File: src/rtl/led_count_ctrl_if.sv
// Operator-side signals of the LED counter controller: switches and key in,
// counter strobes, load data and FSM state out.
interface led_count_ctrl_if;
    logic       key1_n;
    logic       run_sw;
    logic       dir_sw;
    logic [1:0] rate_sw;
    logic [9:0] sw_val;
    logic       cnt_en;
    logic       cnt_ld;
    logic       cnt_up;
    logic [9:0] ld_data;
    logic [1:0] state;

    modport master (
        output key1_n, run_sw, dir_sw, rate_sw, sw_val,
        input  cnt_en, cnt_ld, cnt_up, ld_data, state
    );

    modport slave (
        input  key1_n, run_sw, dir_sw, rate_sw, sw_val,
        output cnt_en, cnt_ld, cnt_up, ld_data, state
    );
endinterface

File: src/rtl/led_count_ctrl.sv
// Run/pause/load controller for the 10-bit LED counter: generates count-enable
// and load strobes in the CLOCK_50 domain from a clock-enable divider and a debounced key.
module led_count_ctrl #(
    parameter int unsigned CLK_DIV   = 5_000_000,
    parameter int unsigned DIV_W     = 32,
    parameter int unsigned DB_CYCLES = 500_000,
    parameter int unsigned DB_W      = 20
) (
    input  logic              CLOCK_50,
    input  logic              KEY0,
    led_count_ctrl_if.slave   bus
);

    typedef enum logic [1:0] {
        IDLE  = 2'b00,
        RUN   = 2'b01,
        PAUSE = 2'b10,
        LOAD  = 2'b11
    } state_t;

    localparam logic [DB_W-1:0]  DB_LAST  = DB_W'(DB_CYCLES - 1);
    localparam logic [DIV_W-1:0] DIV_BASE = DIV_W'(CLK_DIV);
    localparam logic [DIV_W-1:0] DIV_ONE  = DIV_W'(1);

    logic             r_sync1;
    logic             r_sync2;
    logic [DB_W-1:0]  r_db_cnt;
    logic             r_db_key;
    logic             r_press;

    state_t           r_state;
    state_t           w_state_nxt;
    logic             w_enter_load;

    logic [DIV_W-1:0] r_div;
    logic [DIV_W-1:0] w_period;
    logic             w_tick_due;

    logic             r_cnt_ld;
    logic             r_cnt_up;
    logic [9:0]       r_ld_data;

    always_ff @(posedge CLOCK_50) begin
        if (!KEY0) begin
            r_sync1 <= 1'b1;
            r_sync2 <= 1'b1;
        end else begin
            r_sync1 <= bus.key1_n;
            r_sync2 <= r_sync1;
        end
    end

    // r_press fires only on the 1->0 toggle of the debounced level; releases are dropped.
    always_ff @(posedge CLOCK_50) begin
        if (!KEY0) begin
            r_db_cnt <= '0;
            r_db_key <= 1'b1;
            r_press  <= 1'b0;
        end else begin
            r_press <= 1'b0;
            if (r_sync2 != r_db_key) begin
                if (r_db_cnt == DB_LAST) begin
                    r_db_key <= ~r_db_key;
                    r_db_cnt <= '0;
                    r_press  <= r_db_key;
                end else begin
                    r_db_cnt <= r_db_cnt + 1'b1;
                end
            end else begin
                r_db_cnt <= '0;
            end
        end
    end

    always_comb begin
        w_state_nxt = r_state;
        case (r_state)
            IDLE:    w_state_nxt = bus.run_sw ? RUN : PAUSE;
            RUN: begin
                if (r_press)          w_state_nxt = LOAD;
                else if (!bus.run_sw) w_state_nxt = PAUSE;
            end
            PAUSE: begin
                if (r_press)          w_state_nxt = LOAD;
                else if (bus.run_sw)  w_state_nxt = RUN;
            end
            LOAD:    w_state_nxt = bus.run_sw ? RUN : PAUSE;
            default: w_state_nxt = IDLE;
        endcase
    end

    always_ff @(posedge CLOCK_50) begin
        if (!KEY0) r_state <= IDLE;
        else       r_state <= w_state_nxt;
    end

    assign w_enter_load = (w_state_nxt == LOAD) && (r_state != LOAD);

    // Compare with >= so shortening the period mid-count ticks at once instead of wrapping.
    assign w_period   = DIV_BASE << bus.rate_sw;
    assign w_tick_due = (r_div >= (w_period - DIV_ONE));

    always_ff @(posedge CLOCK_50) begin
        if (!KEY0) begin
            r_div     <= '0;
            r_cnt_ld  <= 1'b0;
            r_cnt_up  <= 1'b1;
            r_ld_data <= '0;
        end else begin
            r_cnt_ld <= (w_state_nxt == LOAD);
            r_cnt_up <= bus.dir_sw;
            if (w_enter_load) begin
                r_ld_data <= bus.sw_val;
                r_div     <= '0;
            end else if (r_state == RUN) begin
                r_div <= w_tick_due ? '0 : (r_div + 1'b1);
            end
        end
    end

    // KEY0 gating keeps a pending tick from escaping in the cycle reset is applied.
    assign bus.cnt_en  = KEY0 && (r_state == RUN) && w_tick_due;
    assign bus.cnt_ld  = r_cnt_ld;
    assign bus.cnt_up  = r_cnt_up;
    assign bus.ld_data = r_ld_data;
    assign bus.state   = r_state;

endmodule

File: src/flat_wrapper.sv
// flat-port wrapper written by rule: the top's interface ports become plain ports
module led_count_ctrl_flat 
#(
    parameter int unsigned CLK_DIV   = 5_000_000,
    parameter int unsigned DIV_W     = 32,
    parameter int unsigned DB_CYCLES = 500_000,
    parameter int unsigned DB_W      = 20
)
  (CLOCK_50, KEY0, bus_key1_n, bus_run_sw, bus_dir_sw, bus_rate_sw, bus_sw_val, bus_cnt_en, bus_cnt_ld, bus_cnt_up, bus_ld_data, bus_state);
  led_count_ctrl_if bus_i ();
  input  logic CLOCK_50;
  input  logic KEY0;
  input wire logic [$bits(bus_i.key1_n)-1:0] bus_key1_n;
  input wire logic [$bits(bus_i.run_sw)-1:0] bus_run_sw;
  input wire logic [$bits(bus_i.dir_sw)-1:0] bus_dir_sw;
  input wire logic [$bits(bus_i.rate_sw)-1:0] bus_rate_sw;
  input wire logic [$bits(bus_i.sw_val)-1:0] bus_sw_val;
  output wire logic [$bits(bus_i.cnt_en)-1:0] bus_cnt_en;
  output wire logic [$bits(bus_i.cnt_ld)-1:0] bus_cnt_ld;
  output wire logic [$bits(bus_i.cnt_up)-1:0] bus_cnt_up;
  output wire logic [$bits(bus_i.ld_data)-1:0] bus_ld_data;
  output wire logic [$bits(bus_i.state)-1:0] bus_state;
  assign bus_i.key1_n = bus_key1_n;
  assign bus_i.run_sw = bus_run_sw;
  assign bus_i.dir_sw = bus_dir_sw;
  assign bus_i.rate_sw = bus_rate_sw;
  assign bus_i.sw_val = bus_sw_val;
  assign bus_cnt_en = bus_i.cnt_en;
  assign bus_cnt_ld = bus_i.cnt_ld;
  assign bus_cnt_up = bus_i.cnt_up;
  assign bus_ld_data = bus_i.ld_data;
  assign bus_state = bus_i.state;
  led_count_ctrl #(.CLK_DIV(CLK_DIV), .DIV_W(DIV_W), .DB_CYCLES(DB_CYCLES), .DB_W(DB_W)) u_core (.CLOCK_50(CLOCK_50), .KEY0(KEY0), .bus(bus_i));
endmodule
File: config.mk
export PLATFORM = sky130hd
export DESIGN_NAME = led_count_ctrl_flat
export DESIGN_NICKNAME = d
export VERILOG_FILES = /design/src/rtl/led_count_ctrl_if.sv /design/src/rtl/led_count_ctrl.sv /design/src/flat_wrapper.sv
export SDC_FILE = /design/constraint.sdc
export NUM_CORES = 1
export LEC_CHECK = 0
export ABC_AREA = 1
export CORE_UTILIZATION = 45
export DETAILED_ROUTE_END_ITERATION = 7
export GPL_TIMING_DRIVEN = 0
export HOLD_SLACK_MARGIN = 0.08
export PLACE_DENSITY = 0.66
export SLEW_MARGIN = 20
export SYNTH_ARGS = -nofsm -noshare
export SYNTH_HDL_FRONTEND = slang
export SYNTH_SLANG_ARGS = --single-unit
File: constraint.sdc
create_clock -name CLOCK_50 -period 2.63 [get_ports CLOCK_50]
set_input_delay 0.526 -clock CLOCK_50 [delete_from_list [all_inputs] [get_ports CLOCK_50]]
set_output_delay 0.526 -clock CLOCK_50 [all_outputs]
set_load 0.005 [all_outputs]
# After elaboration in Yosys (flattened, before gate mapping)
# Index checks and enable logic that the tools add are counted.
totals:
  regBits: 70
  in_bits: 17
  elab_cells: 41
  output_inout_bits: 15
classes:
  n_reduce_logical: 9
  magnitude_cmp: 1
  n_mux: 7
  n_bitwise: 3
  eq_ne: 7
  add_sub_neg: 3
  shift: 1
ops:
  columns: ["operator", "count"]
  rows:
  - ["$add A32 B1 Y32 const B", 1]
  - ["$ge A32 B32 Y1", 1]
  - ["$mux W32", 1]
  - ["$shl A23 B2 Y32 const A", 1]
  - ["$sub A32 B1 Y32 const B", 1]
  - ["$add A20 B1 Y20 const B", 1]
  - ["$eq A20 B19 Y1 const B", 1]
  - ["$mux W2", 5]
  - ["$eq A2 B2 Y1 const B", 3]
  - ["$pmux W2 S3", 1]
  - ["$reduce_or A2 Y1", 2]
  - ["$logic_and A1 B1 Y1", 3]
  - ["$not A1 Y1", 3]
  - ["$reduce_and A3 Y1", 1]
  - ["$reduce_or A3 Y1", 1]
  - ["$eq A2 B1 Y1 const B", 1]
  - ["$logic_not A2 Y1", 1]
  - ["$ne A2 B2 Y1 const B", 1]
  - ["$reduce_and A2 Y1", 1]
  - ["$ne A1 B1 Y1", 1]

# Depth between registers and ports, before layout
# Gate-level depths: netlist of the first run.
logic_depth:
  word_depth: 6
  ltp_mapped: 19
  depth_no_buf: 18

# Worst setup path after synthesis of the first run
# No wires, ideal clock.
synth_path:
  kind: "input to output"
  from: "in bus_rate_sw[0]"
  to: "out bus_cnt_en"
  t_arrival_ns: 2.126
  path_stages: 16
  t_required_ns: 2.104
  path_buffers: 0
  setup_slack_ns: -0.022
  cell_sequence: "inv_1 > ha_1 > inv_1 > nand4_1 > xor2_1 > ha_1 > nand2_1 > inv_1 > nand2_1 > nor2_1 > nand2_1 > nand3_1 > nand2_1 > nand2_1 > nand2_1 > nor2_1"
synth_via:
  elab_chain_cells: 4
synth_rtl:
  columns: ["element", "line", "text"]
  rows:
  - ["from (decl)", "flat_wrapper.sv:16", "input wire logic [$bits(bus_i.rate_sw)-1:0] bus_rate_sw;"]
  - ["$shl A23 B2 Y32", "led_count_ctrl.sv:100", "assign w_period = DIV_BASE << bus.rate_sw;"]
  - ["$sub A32 B1 Y32", "led_count_ctrl.sv:101", "assign w_tick_due = (r_div >= (w_period - DIV_ONE));"]
  - ["$ge A32 B32 Y1", "led_count_ctrl.sv:101", null]
  - ["$logic_and A1 B1 Y1", "led_count_ctrl.sv:122", "assign bus.cnt_en = KEY0 && (r_state == RUN) && w_tick_due;"]
  - ["to (decl)", "flat_wrapper.sv:18", "output wire logic [$bits(bus_i.cnt_en)-1:0] bus_cnt_en;"]
# Every way passes these cells.

# Final worst setup path of the first run
layout_path:
  from: "in bus_rate_sw[1]"
  to: "out bus_cnt_en"
# Same word-level chain as after synthesis.

==> run metrics, run 1 <==
Final WS setup -0.2488 ns; drt via density 4.867; Yosys reg bits 70; die area 0.009775 sq mm; Leak Pwr 0.002091 uW; CP max-delay cell ha_1; Initial DRT Pass Iterations 4; CP arrival 2.35 ns; max-cap viol count 0; fin cells 742; Max Freq 347.4 MHz; Placed Cells incl. Taps 724; initial core utilization 47.50%; Hold Crit Class register to register; Core Area 0.008891 sq mm; cell area after layout 0.005019 sq mm; initial antenna violation count 0; total inserted antenna cells 0; Fin. Hold Viols 0; maximum VDD drop 335.2 uV; PD cells 456.1 mW/mm^2; Largest stage delay, worst path 0.25 ns; DRT iter0 DRCs 122; Critical Path End Type primary output; Inserted Clock Buffers 9; hold buffers post-CTS 0; clk slew on worst S/H paths 0.07 ns; worst-case clock skew 0.01120 ns; Placed Area 0.004679 sq mm; Routability Congestion 0.8237; Buf+Inv Stages, Crit Path 6; die width 98.87 microns; most common cell after layout, fill and taps aside nand2_1; outcome finished, violations left; I/O Pins 32; clock tree from TritonCTS built; post-synthesis sequential area ratio 33.19%; Async SR Flop Fraction 0%; P&R area growth vs syn 18.84%; port bufs 31; grt total ovfl 0; total negative slack -0.2488 ns; failing checks negative setup slack; Routed Antenna Nets 0; ys flop type dfxtp_1; distinct cell type count after synthesis 43; share of layout cells above drive strength 1 13.09%; most frequent cells in the layout nand2_1 (114), nor2_1 (99), inv_1 (70), dfxtp_1 (70), ha_1 (34); FF/Latch Area 0.001401 sq mm; Row Count 34; Sink Count 70; worst-case clock buffer depth 2; Avg Inst Size Synth 7.256 sq um; DRC viols 0; CP Launch Type primary input; number of global-route vias before repair 3444; minimum clock period 2.879 ns; hold slack final 0.4194 ns; count of pins over their slew limit 0; delay-heaviest family, CP simple AND/OR/NAND/NOR gates; final-layout fill cell count 821; R2R Setup Slk 0.58 ns; Crit path required time 2.10 ns; largest net degree at the start of global routing 13; CTS Root Cell clkbuf_8; Multi-input gate area 0.002551 sq mm; critical path's most frequent cell nand2_2; global-route wire length before repair 14.94 mm; htree depth 3; Wirelength per Cell 11.47 microns; final setup violating endpoints 1; Cells after Synth 582; Skew-Pair Late Insertion Delay 0.35 ns; Cell Chain, Critical Path buf_12 > inv_8 > ha_4 > inv_1 > ha_1 > nand4_1 > xor2_1 > ha_1 > nand2_1 > inv_1 > nand2_2 > inv_1 > nand2_2 > nand3_2 > nand2_1 > nand2_2 > nand2_2 > nor2_1 > buf_2; hpwl dp 6.597 mm; Syn. warnings 0; number of synthesized flops with an enable pin 0; maximum fanout along the worst path 7; nets 686; cell area after synthesis 0.004223 sq mm; die height 98.87 microns; final WL 8.514 mm; via count 3611; total track usage 19.13%; crit share post-route 109.5%; critical path class primary input to primary output; RSZ-0062 raised after global routing true
==> worst reg2reg max path, cell delays in order, from the launching register on <==
cell and delay (ns):
dfxtp_1 0.35, ha_1 0.31, nand4_1 0.16, nor2_1 0.21, inv_1 0.09, nor2_1 0.12
nor2_1 0.06, nand2_2 0.09, nand2_2 0.07, buf_4 0.13, nand2_2 0.13, buf_6 0.19
nor2_2 0.04
==> flip-flops by register name, summed over array words and instances (netlist names) <==
register	cells
u_core.r_sync1	1
u_core.r_div	32
u_core.bus.cnt_ld	1
u_core.bus.state	2
u_core.r_db_cnt	20
u_core.r_db_key	1
u_core.r_sync2	1
u_core.bus.cnt_up	1
u_core.r_press	1
u_core.bus.ld_data	10
==> path summary, 6_finish.rpt <==
kind	depth (start not counted)	endpoint	startpoint
worst max register to register	12	u_core.r_div[14]	u_core.r_div[29]
worst min register to register	1	u_core.r_sync2	u_core.r_sync1
worst max-delay path	19	bus_cnt_en	bus_rate_sw[1]
worst min-delay path	1	u_core.r_sync2	u_core.r_sync1
==> per-layer routing <==
layer / share of wire [%] / GRT usage (%)
met4: 1.8 / 7.922
met2: 48 / 32.87
met5: 0 / 0
met3: 3.6 / 4.610
met1: 47 / 22.84
==> per-stage QoR <==
| step | power (uW) | util (%) | setup slack, ns |
|---|---|---|---|
| final | 2289 | 56.45 | -0.2488 |
| after global routing | 2406 | 56.45 | -0.4060 |
| after CTS | 2326 | 56.30 | -0.2684 |
| after detailed placement | 1356 | 52.63 | -1.597 |
| after global placement | 1349 | 52.63 | -1.559 |
| after floorplan | 1256 | - | -0.02173 |
==> kinds of logic after synthesis <==
group | count (synthesis) | synth area share (%)
AND/OR/NAND/NOR | 320 | 35.91
buffers and inverters | 85 | 8.385
flip-flops | 70 | 33.19
adder cells (fa/ha/maj) | 39 | 11.56
AO/OA/AOI/OAI | 37 | 4.622
XOR/XNOR | 29 | 6.015
other | 1 | 0.08880
multiplexers | 1 | 0.2370
==> Yosys cell counts (2+ instances only) <==
cell type	n	area [sq um]
nand2_1	118	442.9
nor2_1	99	371.6
inv_1	75	281.5
dfxtp_1	70	1401
ha_1	39	488.0
nand3_1	30	150.1
xor2_1	19	166.4
nand4_1	16	100.1
a21oi_1	15	75.07
nor2_2	14	87.58
o21ai_0	14	70.07
nor3_1	12	60.06
xnor2_1	10	87.58
buf_6	4	45.04
nand2_2	4	25.02
nor2_4	4	45.04
or2_2	4	25.02
nor3_2	3	30.03
nor3b_1	3	22.52
o21ai_1	3	15.01
a21o_1	2	15.01
clkbuf_1	2	7.510
inv_2	2	7.510
==> repair_timing <==
action	4_1_cts	5_1_grt
gates cloned	0	0
pin swaps	7	4
setup endpoints to repair	33	1
gates resized for setup	46	2
buffers inserted	2	1
==> layout make-up <==
class / count / share of cell area, %
buffer: 8 / 1.296
inverter: 77 / 6.108
multi-input combinational: 430 / 50.84
clock buffer: 9 / 2.468
timing repair buffer: 34 / 6.931
sequential: 70 / 27.92
tap: 108 / 2.693
clock inverter: 6 / 1.745
==> power breakdown <==
| group | leakage [uW] | internal, uW | switching, uW |
|---|---|---|---|
| clock | 0.0000973 | 527 | 413 |
| combinational | 0.00143 | 125 | 128 |
| sequential | 0.000566 | 1080 | 14.4 |
Power figures use the tool's default switching activity.
==> run 2, diff against run 1 <==
CORE_MARGIN = 8   (was unset)
==> run metrics, run 2 (synthesis gave the netlist of run 1 again) <==
Wirelength per Cell 11.75 microns (was 11.47 microns); hold buffers post-CTS 0 (unchanged); drt via density 4.823 (was 4.867); P&R area growth vs syn 19.32% (was 18.84%); Sink Count 70 (unchanged); Fin. Hold Viols 0 (unchanged); clk slew on worst S/H paths 0.07 ns (about the same); Critical Path End Type primary output (unchanged); via count 3603 (was 3611); most common cell after layout, fill and taps aside nand2_1 (unchanged); Worst Hold Endpoint u_core.r_sync2 (unchanged); die height 112.9 microns (was 98.87 microns); Crit path required time 2.10 ns (about the same); Hold Crit Class register to register (unchanged); crit share post-route 110.1% (was 109.5%); die area 0.01274 sq mm (was 0.009775 sq mm); final setup violating endpoints 1 (unchanged); maximum VDD drop 311.7 uV (was 335.2 uV); NetSw 543.5 uW (was 556.1 uW); Critical path origin bus_rate_sw[1] (unchanged); share of layout cells above drive strength 1 13.84% (was 13.09%); max reg flops 32 (unchanged); total track usage 14.66% (was 19.13%); clock tree from TritonCTS built (unchanged); Final WS setup -0.2666 ns (was -0.2488 ns); max-cap viol count 0 (unchanged); total inserted antenna cells 0 (unchanged); Flop pwr share 48.4% (was 47.9%); outcome finished, violations left (unchanged); DRC viols 0 (unchanged); largest net degree at the start of global routing 12 (was 13); Comb pwr share 11.4% (was 11.0%); final-layout fill cell count 847 (was 821); Overall Power 2262 uW (was 2289 uW); minimum clock period 2.897 ns (was 2.879 ns); count of pins over their slew limit 0 (unchanged); maximum fanout along the worst path 7 (unchanged); CP Launch Type primary input (unchanged); grt total ovfl 0 (unchanged); worst hold start u_core.r_sync1 (unchanged); port bufs 31 (unchanged); GR met2 Demand/Resource 24.18% (was 32.87%); most frequent cells in the layout nand2_1 (114), nor2_1 (98), dfxtp_1 (70), inv_1 (69), ha_1 (33) (was nand2_1 (114), nor2_1 (99), inv_1 (70), dfxtp_1 (70), ha_1 (34)); PD cells 448.9 mW/mm^2 (was 456.1 mW/mm^2); worst-case clock buffer depth 2 (unchanged); critical path class primary input to primary output (unchanged); Row Count 35 (was 34); global-route wire length before repair 15.33 mm (was 14.94 mm); I/O Pins 32 (unchanged); Internal Pwr Total 1719 uW (was 1733 uW); number of global-route vias before repair 3487 (was 3444); Routability Congestion 0.8279 (was 0.8237); Inserted Clock Buffers 9 (unchanged); Leak Pwr 0.002106 uW (was 0.002091 uW); fin cells 747 (was 742); Placed Area 0.004683 sq mm (was 0.004679 sq mm); DRT iter0 DRCs 181 (was 122); Max Freq 345.2 MHz (was 347.4 MHz); initial core utilization 46.14% (was 47.50%); sw frac 24.03% (was 24.29%); worst r2r src u_core.bus.state[1] (was u_core.r_div[29]); FF-to-FF End u_core.r_div[14] (unchanged); Initial DRT Pass Iterations 4 (unchanged); Skew-Pair Late Insertion Delay 0.35 ns (about the same); GRT Max-Usage Layer met2 (unchanged); RSZ-0062 raised after global routing true (unchanged); cell depth of the worst hold path 1 (unchanged); Routed Antenna Nets 0 (unchanged); Clk pwr share 40.1% (was 41.1%); htree depth 3 (unchanged); M1 GR Usage 17.43% (was 22.84%); final WL 8.776 mm (was 8.514 mm); routing usage on met3 5.112% (was 4.610%); R2R Setup Slk 0.72 ns (was 0.58 ns); nets 688 (was 686); Placed Cells incl. Taps 727 (was 724); Core Area 0.009153 sq mm (was 0.008891 sq mm); failing checks negative setup slack (unchanged); Top reg by flops u_core.r_div (unchanged); cell area after layout 0.005039 sq mm (was 0.005019 sq mm); CP arrival 2.37 ns (was 2.35 ns); worst-case clock skew 0.01137 ns (was 0.01120 ns); die width 112.9 microns (was 98.87 microns); initial antenna violation count 0 (unchanged); R2R depth 12 (unchanged); hpwl dp 6.819 mm (was 6.597 mm); CTS Root Cell clkbuf_8 (unchanged)
[run 2: how the worst max path moves through the flow]
stage,endpoint,depth (start not counted),slack [ns]
floorplan,bus_cnt_en,16,-0.02
global placement,bus_cnt_en,18,-1.58
detailed placement,bus_cnt_en,18,-1.64
CTS,bus_cnt_en,19,-0.31
global route,bus_cnt_en,19,-0.43
finish,bus_cnt_en,19,-0.27
[run 2: through the flow]
stage           TNS, ns  util, %  hold slack (ns)  setup WS (ns)
2_1_floorplan  -0.02173        -           0.3925       -0.02173
3_3_place_gp     -28.01    51.17           0.3953         -1.580
3_5_place_dp     -30.12    51.17           0.3967         -1.636
4_1_cts         -0.3148    54.61           0.4130        -0.3148
5_1_grt         -0.4333    55.05           0.4529        -0.4333
6_report        -0.2666    55.05           0.4145        -0.2666
[run 2: critical path: stages]
cell and delay, ns:
buf_12 0.11, inv_8 0.04, ha_4 0.15, inv_2 0.05, ha_2 0.15, nand4_1 0.11
xor2_1 0.18, ha_1 0.27, nand2_1 0.05, inv_1 0.06, nand2_2 0.05, nor2_1 0.10
nand2_1 0.07, nand3_2 0.07, nand2_2 0.05, nand2_2 0.06, nand2_2 0.07, nor2_2 0.10
buf_2 0.12
[run 2: timing repair]
item                                   4_1_cts  5_1_grt
resized for setup                           43        7
setup endpoints to repair                   33        1
buffers inserted                             2        3
cloned                                       0        0
endpoints found under the hold margin        0        0
pin swaps                                    6       10
[run 2: cell type report]
class	instances	area (sq um)	share of cell area (%)
inverter	77	306.5	6.084
clock inverter	3	42.54	0.8443
multi-input combinational	430	2556	50.73
timing repair buffer	36	362.8	7.201
buffer	8	65.06	1.291
tap	111	138.9	2.756
clock buffer	12	165.2	3.278
sequential	70	1401	27.81
[run 2: power groups by stage]
| stage | logic [uW] | clock network, uW | registers (uW) |
|---|---|---|---|
| after floorplan | 135 | 0 | 1120 |
| after global placement | 232 | 0 | 1120 |
| after detailed placement | 239 | 0 | 1120 |
| after CTS | 257 | 935 | 1100 |
| after global routing | 295 | 976 | 1100 |
| final | 259 | 908 | 1100 |
[run 2: routing by layer]
| layer | routed length [microns] | vias to the layer above | share of wire (%) |
|---|---|---|---|
| met5 | 0 | - | 0 |
| met4 | 95 | 0 | 1.1 |
| met3 | 553 | 10 | 6.3 |
| met2 | 4001 | 71 | 46 |
| met1 | 4126 | 1587 | 47 |
| li1 | - | 1935 | - |
